[src/rtl/turn_crossing_controller.sv]
`default_nettype none
// ============================================================================
//  Module      : turn_crossing_controller
//  Description : Takes over the drivetrain when the line sensors report a
//                crossing, then carries out the pending route command
//                (straight, left, right, U-turn). Every phase is paced in
//                whole PWM frames taken from the shared timebase count.
//  Ports       : clk, reset_n              - clock, async active-low reset
//                enable                    - block armed; low returns to IDLE
//                sensor_l/m/r              - line sensors (1 = on line)
//                count_in[19:0]            - shared PWM timebase count
//                turn_cmd[1:0], turn_cmd_valid / turn_cmd_ready - command
//                count_reset               - timebase reset / frame boundary
//                motor_{l,r}_reset         - 1 = motor stopped
//                motor_{l,r}_direction     - 1 = forward
//                turn_crossing_start       - 1 = block owns the drivetrain
//                turn_done                 - completion pulse
//                fault                     - sticky rotate-timeout flag
//  Revision    : 1.0 - initial release
// ============================================================================
module turn_crossing_controller #(
  parameter int unsigned PERIOD_COUNT    = 1_000_000,
  parameter int unsigned CLEAR_FRAMES    = 15,
  parameter int unsigned MIN_TURN_FRAMES = 10,
  parameter int unsigned TIMEOUT_FRAMES  = 150,
  parameter int unsigned BRAKE_FRAMES    = 2
) (
  input  logic        clk,
  input  logic        reset_n,
  input  logic        enable,
  input  logic        sensor_l,
  input  logic        sensor_m,
  input  logic        sensor_r,
  input  logic [19:0] count_in,
  input  logic [1:0]  turn_cmd,
  input  logic        turn_cmd_valid,
  output logic        turn_cmd_ready,
  output logic        count_reset,
  output logic        motor_l_reset,
  output logic        motor_r_reset,
  output logic        motor_l_direction,
  output logic        motor_r_direction,
  output logic        turn_crossing_start,
  output logic        turn_done,
  output logic        fault
);

  localparam logic [19:0] c_TICK_COUNT = 20'(PERIOD_COUNT - 1);
  localparam logic [7:0]  c_CLEAR      = 8'(CLEAR_FRAMES);
  localparam logic [7:0]  c_MIN_TURN   = 8'(MIN_TURN_FRAMES);
  localparam logic [7:0]  c_TIMEOUT    = 8'(TIMEOUT_FRAMES);
  localparam logic [7:0]  c_BRAKE      = 8'(BRAKE_FRAMES);

  localparam logic [1:0]  c_CMD_STRAIGHT = 2'b00;
  localparam logic [1:0]  c_CMD_LEFT     = 2'b01;
  localparam logic [1:0]  c_CMD_UTURN    = 2'b11;

  typedef enum logic [2:0] {
    S_IDLE      = 3'd0,
    S_BRAKE     = 3'd1,
    S_CLEAR     = 3'd2,
    S_ROT_LEAVE = 3'd3,
    S_ROT_SEEK  = 3'd4,
    S_FINISH    = 3'd5,
    S_FAULT     = 3'd6
  } state_t;

  state_t      r_state;
  state_t      w_state_next;
  logic [7:0]  r_frames;
  logic [1:0]  r_cmd;
  logic        r_pass;
  logic        r_fault;
  logic        r_boundary;
  logic        r_all_d;
  logic        r_armed;
  logic        r_ml_rst;
  logic        r_mr_rst;
  logic        r_ml_dir;
  logic        r_mr_dir;

  logic        w_all;
  logic        w_go;
  logic        w_tick;
  logic [7:0]  w_fr_eff;
  logic        w_ready;
  logic        w_done;
  logic        w_latch;
  logic        w_pass_set;
  logic        w_motor_load;
  logic        w_tgt_l_rst;
  logic        w_tgt_r_rst;
  logic        w_tgt_l_dir;
  logic        w_tgt_r_dir;

  assign w_all  = sensor_l & sensor_m & sensor_r;
  // Two consecutive 111 samples, and only after the sensors have left the
  // previous crossing, so one crossing cannot trigger twice.
  assign w_go   = enable & r_armed & w_all & r_all_d;
  assign w_tick = (r_state != S_IDLE) && (count_in == c_TICK_COUNT);

  // Frame count as it stands after this cycle's tick; every threshold test
  // uses it so a decision lands on the very tick that completes the frame.
  assign w_fr_eff = (w_tick && (r_frames != 8'hFF)) ? (r_frames + 8'd1) : r_frames;

  always_comb begin
    w_state_next = r_state;
    w_ready      = 1'b0;
    w_done       = 1'b0;
    w_latch      = 1'b0;
    w_pass_set   = 1'b0;
    case (r_state)
      S_IDLE: begin
        if (w_go) w_state_next = S_BRAKE;
      end
      S_BRAKE: begin
        if (turn_cmd_valid && (w_fr_eff >= c_BRAKE)) begin
          w_state_next = S_CLEAR;
          w_ready      = 1'b1;
          w_latch      = 1'b1;
        end
      end
      S_CLEAR: begin
        if (w_fr_eff >= c_CLEAR)
          w_state_next = (r_cmd == c_CMD_STRAIGHT) ? S_FINISH : S_ROT_LEAVE;
      end
      S_ROT_LEAVE: begin
        if (w_tick && !sensor_m && (w_fr_eff >= 8'd1))
          w_state_next = S_ROT_SEEK;
        else if (w_fr_eff >= c_TIMEOUT)
          w_state_next = S_FAULT;
      end
      S_ROT_SEEK: begin
        if (w_tick && sensor_m && (w_fr_eff >= c_MIN_TURN)) begin
          // A U-turn sweeps past the line once before the real reacquire.
          if ((r_cmd == c_CMD_UTURN) && !r_pass) begin
            w_state_next = S_ROT_LEAVE;
            w_pass_set   = 1'b1;
          end else begin
            w_state_next = S_FINISH;
          end
        end else if (w_fr_eff >= c_TIMEOUT) begin
          w_state_next = S_FAULT;
        end
      end
      S_FINISH: begin
        if (w_fr_eff >= c_BRAKE) begin
          w_state_next = S_IDLE;
          w_done       = 1'b1;
        end
      end
      S_FAULT: begin
        w_state_next = S_FAULT;
      end
      default: begin
        w_state_next = S_IDLE;
      end
    endcase
    // Disarming overrides everything and suppresses completion/handshake.
    if ((r_state != S_IDLE) && !enable) begin
      w_state_next = S_IDLE;
      w_ready      = 1'b0;
      w_done       = 1'b0;
      w_latch      = 1'b0;
      w_pass_set   = 1'b0;
    end
  end

  // Motor pattern wanted for the state being entered/held.
  always_comb begin
    w_tgt_l_rst = 1'b1;
    w_tgt_r_rst = 1'b1;
    w_tgt_l_dir = 1'b1;
    w_tgt_r_dir = 1'b1;
    case (w_state_next)
      S_CLEAR: begin
        w_tgt_l_rst = 1'b0;
        w_tgt_r_rst = 1'b0;
      end
      S_ROT_LEAVE, S_ROT_SEEK: begin
        w_tgt_l_rst = 1'b0;
        w_tgt_r_rst = 1'b0;
        if (r_cmd == c_CMD_LEFT) w_tgt_l_dir = 1'b0;
        else                     w_tgt_r_dir = 1'b0;
      end
      default: begin
        w_tgt_l_rst = 1'b1;
        w_tgt_r_rst = 1'b1;
      end
    endcase
  end

  // Motors change only on frame boundaries, except the forced stop on
  // return to IDLE.
  assign w_motor_load = w_tick || ((r_state != S_IDLE) && (w_state_next == S_IDLE));

  always_ff @(posedge clk or negedge reset_n) begin
    if (!reset_n) begin
      r_state    <= S_IDLE;
      r_frames   <= 8'd0;
      r_cmd      <= 2'b00;
      r_pass     <= 1'b0;
      r_fault    <= 1'b0;
      r_boundary <= 1'b1;
      r_all_d    <= 1'b0;
      r_armed    <= 1'b0;
      r_ml_rst   <= 1'b1;
      r_mr_rst   <= 1'b1;
      r_ml_dir   <= 1'b1;
      r_mr_dir   <= 1'b1;
    end else begin
      r_state  <= w_state_next;
      r_frames <= (w_state_next != r_state) ? 8'd0 : w_fr_eff;
      if (w_latch) r_cmd <= turn_cmd;
      if ((w_state_next == S_IDLE) || w_latch) r_pass <= 1'b0;
      else if (w_pass_set)                     r_pass <= 1'b1;
      if (w_state_next == S_FAULT) r_fault <= 1'b1;
      // Restart the timebase on the first cycle of a takeover.
      r_boundary <= (r_state == S_IDLE) && (w_state_next == S_BRAKE);
      r_all_d    <= w_all;
      if (r_state != S_IDLE) r_armed <= 1'b0;
      else if (!w_all)       r_armed <= 1'b1;
      if (w_motor_load) begin
        r_ml_rst <= w_tgt_l_rst;
        r_mr_rst <= w_tgt_r_rst;
        r_ml_dir <= w_tgt_l_dir;
        r_mr_dir <= w_tgt_r_dir;
      end
    end
  end

  assign count_reset         = r_boundary | w_tick;
  assign motor_l_reset       = r_ml_rst;
  assign motor_r_reset       = r_mr_rst;
  assign motor_l_direction   = r_ml_dir;
  assign motor_r_direction   = r_mr_dir;
  assign turn_crossing_start = (r_state != S_IDLE);
  assign turn_cmd_ready      = w_ready;
  assign turn_done           = w_done;
  assign fault               = r_fault;

endmodule
`default_nettype wire
[config.mk]
export PLATFORM = sky130hd
export DESIGN_NAME = turn_crossing_controller
export DESIGN_NICKNAME = d
export VERILOG_FILES = /design/src/rtl/turn_crossing_controller.sv
export SDC_FILE = /design/constraint.sdc
export NUM_CORES = 1
export LEC_CHECK = 0
export CAP_MARGIN = 20
export CELL_PAD_IN_SITES_DETAIL_PLACEMENT = 0
export CELL_PAD_IN_SITES_GLOBAL_PLACEMENT = 1
export CORE_ASPECT_RATIO = 0.75
export CORE_MARGIN = 2
export CORE_UTILIZATION = 40
export CTS_CLUSTER_DIAMETER = 150
export DETAILED_ROUTE_END_ITERATION = 12
export MAX_ROUTING_LAYER = met4
export PLACE_DENSITY = 0.87
export SYNTH_ARGS = -nofsm -noshare
export SYNTH_HDL_FRONTEND = slang
export SYNTH_SLANG_ARGS = --single-unit
[constraint.sdc]
create_clock -name clk -period 7.7 [get_ports clk]
set_clock_uncertainty 0.1 [all_clocks]
set_input_delay 0.77 -clock clk [delete_from_list [all_inputs] [get_ports clk]]
set_output_delay 0.77 -clock clk [all_outputs]
set_load 0.005 [all_outputs]
* After elaboration in Yosys (flattened, before gate mapping)
Cells that the tools add are included.
** Word-level totals
- Bits in registers :: 21
- Bits in latches :: 0
- Memory bits (writable) :: 0
- Bits in read-only memories :: 0
- Output and inout port bits :: 9
- Memories kept :: 0
** Operators by class
- Add/subtract/negate cells :: 1
- Multiply operators :: 0
- Divide/modulo/power cells :: 0
- Magnitude comparators :: 5
- Equality and inequality tests :: 17
- Shift-type cells :: 0
- Multiplexer cells :: 32
- Bitwise logic cells :: 6
- Reductions and logical operators :: 23
** Operators with widths (number)
- $mux 3 :: 10
- $pmux 3 s7 :: 1
- $eq 20x20->1 const B :: 1
- $mux 1 :: 19
- $ge 8x4->1 const B :: 2
- $mux 8 :: 2
- $eq 3x3->1 const B :: 5
- $eq 3x2->1 const B :: 4
- $logic_and 1x1->1 :: 11
- $add 8x1->8 const B :: 1
- $ge 8x1->1 const B :: 1
- $ge 8x2->1 const B :: 1
- $ge 8x8->1 const B :: 1
- $ne 8x8->1 const B :: 1
- $eq 3x1->1 const B :: 2
- $logic_not 3->1 :: 2
- $and 1x1->1 :: 5
- $logic_not 1->1 :: 3
- $ne 3x3->1 :: 1
- $reduce_bool 3->1 :: 1
- $reduce_or 3->1 :: 1
- $eq 2x1->1 const B :: 1
- $eq 2x2->1 const B :: 1
- $logic_not 2->1 :: 1
- other kinds (5) :: 6

* Depth between registers and ports, before layout
- Depth in word-level cells :: 12
- Depth in mapped cells :: 12

* Worst setup path before layout
Ideal clock, no wire load.
- Path kind :: in2reg
- Start point :: in count_in[13]
- End point :: reg r_mr_rst (netlist: motor_r_reset)
- Setup time :: 0.082 ns
- Arrival :: 3.421 ns
- Slack :: 4.097 ns
- Stages on the path :: 10
- Cells stage by stage :: or4b_4 or4_4 nor3_2 o21ai_2 a2111oi_4 a2bb2oi_2 and2_4 a41o_1 o21ai_2 mux2_4
** Between the ends
- Word-level cells in the longest chain between the ends :: 12
- Elaborated cells between the ends (all ways) :: 30
- Those cells by class :: order compare (5); eq/ne (4); mux (10); reduce/logical (11)
** RTL lines
- start: declaration :: line 34 : input logic [19:0] count_in,
- $eq 20x20->1 * :: line 100 : assign w_tick = (r_state != S_IDLE) && (count_in == c_TICK_COUNT);
- $logic_and 1x1->1 * :: line 100
- $logic_and 1x1->1 :: line 104 : assign w_fr_eff = (w_tick && (r_frames != 8'hFF)) ? (r_frames + 8'd1) : r_frames;
- $mux 8 :: line 104
- $ge 8x8->1 (tied with other cells) :: line 130, 142
- $mux 3 (tied with other cells) :: line 130, 142
- $mux 3, on equally long branches :: line 134, 117, 128
- $pmux 3 s7 :: line 112 : case (r_state)
- $mux 3 :: line 160 : if ((r_state != S_IDLE) && !enable) begin
- $eq 3x2->1 (tied with other cells) :: line 175 : case (w_state_next)
- $reduce_or 3->1 (no source line) or $logic_and 1x1->1 (tied branches)
- $mux 1 or $logic_or 1x1->1 (tied branches) :: line 175, 195
- end signal: assignment :: line 225 : r_mr_rst <= w_tgt_r_rst;
- end: declaration :: line 78 : logic r_mr_rst;
Mark *: on every way between the ends. The rest lies on a longest branch, timed or not.
A chain may end at the register's enable or synchronous reset.

* Worst setup path after layout
- Start point :: in count_in[13]
- End point :: out turn_cmd_ready
** Between the ends
- Word-level cells in the longest chain between the ends :: 9
** RTL lines
- $eq 20x20->1 :: line 100
- $logic_and 1x1->1 :: line 100
- $logic_and 1x1->1 :: line 104
- $mux 8 :: line 104
- $ge 8x2->1 :: line 117 : if (turn_cmd_valid && (w_fr_eff >= c_BRAKE)) begin
- $logic_and 1x1->1 :: line 117
- $mux 1 :: line 117
- $mux 1 :: line 112
- $mux 1 :: line 160
- end: declaration :: line 37 : output logic turn_cmd_ready,
Every way passes these cells.

==> impl_metrics.tcl <==
set metrics [dict create \
    die_area_um2 5345 \
    fin_cells 301 \
    finalHoldViolCount 0 \
    rsz0062_at_grt "false" \
    wl_per_cell_um 15.93 \
    synthesis.nets 245 \
    ios 38 \
    clock.fmax_mhz 222.0 \
    hold_path.class "reg -> reg" \
    slowest_delay_ns 0.58 \
    crit_fanout 7 \
    drive_gt1_share_pct 17.21 \
    gp_congestion 0.8700 \
    syn2layout_area_growth_pct 21.11 \
    timing.slew.headroom_pct 36.86 \
    synth_common_cells "nor2_1 (22), dfrtp_1 (17), nand2_1 (14), inv_1 (12), nor3_1 (12)" \
    viasPerCell 5.837 \
    final_cell_area_um2 2311 \
    period_minus_slack_ns 4.504 \
    post_cts_resized 0 \
    clock_latency_ns 0.26 \
    yosysWarnings 0 \
    ys_ff_latch 21 \
    synth_cells 215 \
    ys_types 69 \
    grt_pass1_wl_um 8017 \
    rows 21 \
    diodes 0 \
    drt_pass1_iterations 4 \
    regToRegEndpoint "r_frames[1]" \
    dpl_cell_area_um2 2265 \
    grt_antenna_before_repair 0 \
    synth_top_area_share_pct 22.30 \
    grt_overflow_total 0 \
    reg2reg_from "r_frames[1]" \
    cts_buffers 3 \
    fin_nets 275 \
    holdPathStages 2 \
    cts_root_buf "clkbuf_8" \
    r2r_slack_ns 4.02 \
    io_buffers 37 \
    min_to "motor_l_direction" \
    finalSetupViolCount 0 \
    crit_required_ns 6.83 \
    cp-start-kind "primary input" \
    ys.flop_type "dfrtp_1" \
    cts_sinks 21 \
    clk_pin_slew_worst_paths_ns 0.08 \
    yosysSeqAreaShare_pct 27.80 \
    cts_tree "done" \
    synthTopCellsByArea "dfrtp_1 (22%), dfstp_2 (5.5%), nor2_1 (4.3%)" \
    cp-end-kind "output pin" \
    grt_max_degree 22 \
    crit_family "simple AND/OR/NAND/NOR gates" \
    synth_edf_count 0 \
    die_y_um 63.82 \
    slew_viol_final 0 \
    antenna_left 0 \
    place_hpwl_um 3765 \
    cap_violations 0 \
    critPathBufInv 2 \
    grt_pass1_vias 1603 \
    drtIter0Drc 130 \
    arrival_ns 3.63 \
    peakVddDrop_v 0.0001329 \
    crit_chain "clkdlybuf4s50_1 -> or4b_4 -> nor4_4 -> nand3_4 -> mux2_4 -> nand2_1 -> nand2_1 -> nor2_1 -> clkdlybuf4s50_1" \
    initial_core_util_pct 42.22 \
    power.leakage_uw 0.0008447 \
    tightest_slew_ns 0.9441 \
    p_per_area_nw_per_um2 162.4 \
    synth.avg_cell_area_um2 8.875 \
    die_w_um 83.75 \
    grtUsageTotal_pct 19.02 \
    worstHoldStart "motor_l_direction" \
    coreArea_um2 4519 \
    fin_setup_tns_ns 0 \
    placedCellCount 297 \
    slowest_stage "or4b_4" \
    postCtsSetupBuffers 0 \
    r2r_cells 11 \
    clock_path_buffers 2 \
    vias 1757 \
    drc 0 \
    yosysMostFrequentCell "nor2_1" \
    htreeDepth 1 \
    postSynth.asyncResetShare_pct 100.0 \
    synthesis.area_um2 1908 \
    timing.final.crit_share_pct 58.50 \
    status "completed" \
    hold_buffers 0 \
    drt-total-wl_um 4796 \
    synth_largest_area_cell "dfrtp_1" \
    critical_path_class "in -> out" \
]
-- through the flow --
step	hold WS, ns	util [%]	power, µW	setup slack [ns]
after floorplan	0.3481	-	243.0	4.097
after global placement	0.3493	50.11	301.3	3.222
after detailed placement	0.3539	50.11	304.1	3.187
after CTS	0.3693	51.14	378.7	3.189
after global routing	0.3965	51.14	398.1	3.035
final	0.3646	51.14	375.3	3.196
-- worst reg2reg max path, delay by kind of cell (launching register included) --
family | cells | cell delay, ns
adder cells (fa/ha/maj) | 1 | 0.51
AND/OR/NAND/NOR | 5 | 1.30
AO/OA/AOI/OAI | 4 | 0.98
flip-flops | 1 | 0.56
XOR/XNOR | 1 | 0.16
-- where the power goes --
| group | internal [µW] | switching (µW) | leakage (µW) | total (µW) |
|---|---|---|---|---|
| clock | 36.1 | 37.1 | 0.0000255 | 73.2 |
| combinational | 73.8 | 89.4 | 0.000555 | 163 |
| sequential | 124 | 14.4 | 0.000264 | 139 |
| total | 234 | 141 | 0.000845 | 375 |
-- cells in the final DEF, fill, tap and decap left out, types with 3 or more instances in the layout --
cell and n:
nor2_1 22, dfrtp_1 17, clkbuf_8 3, xnor2_1 7
o21ai_0 4, a21o_1 3, xor2_1 3, inv_1 12
nor3_2 4, nor3_1 12, nand4_1 7, nand2_1 14
a21oi_2 3, dfstp_2 4, a211oi_1 5, clkdlybuf4s50_1 37
a21oi_1 7, a311oi_1 4, nand3_1 10, nor4_1 3
mux2i_1 4
-- sequential cells by signal, indices dropped and copies added, names as in the netlist --
| register | count |
|---|---|
| r_boundary | 1 |
| r_pass | 1 |
| r_state | 3 |
| motor_r_reset | 1 |
| r_all_d | 1 |
| fault | 1 |
| motor_l_direction | 1 |
| r_armed | 1 |
| r_frames | 8 |
| motor_r_direction | 1 |
| r_cmd | 2 |
-- cells by family after synthesis --
| group | Yosys count | share of synthesized area (%) |
|---|---|---|
| simple gates | 97 | 31.35 |
| flops | 21 | 27.80 |
| xor+xnor | 11 | 5.443 |
| mux | 8 | 4.853 |
| fa+ha+maj | 1 | 0.6556 |
| buf+inv | 24 | 6.819 |
| compound gates | 53 | 23.08 |
-- routing by layer --
metal | wire length [µm] | GRT usage, % | vias to the layer above
met5 | 0 | - | -
met4 | 29 | 3.024 | 0
met3 | 371 | 4.393 | 4
met2 | 1841 | 24.90 | 67
met1 | 2553 | 29.77 | 813
li1 | - | - | 873
-- area by class of cell --
cell class	count	area, µm²
fill	454	2208
multi-input combinational	170	1247
sequential	21	530.5
timing repair buffer	37	370.4
tap	57	71.32
inverter	12	45.04
clock buffer	3	41.29
clock inverter	1	5.005
-- worst max-delay path by stage --
stage | cells past startpoint | slack (ns) | from | to
after floorplan | 10 | 4.10 | count_in[13] | motor_r_reset
after global placement | 9 | 3.22 | count_in[13] | turn_cmd_ready
after detailed placement | 9 | 3.19 | count_in[13] | turn_cmd_ready
after CTS | 9 | 3.19 | count_in[13] | turn_cmd_ready
after global routing | 9 | 3.04 | count_in[9] | turn_cmd_ready
final | 9 | 3.20 | count_in[13] | turn_cmd_ready
Note: power is estimated with default switching activity, not from simulation.
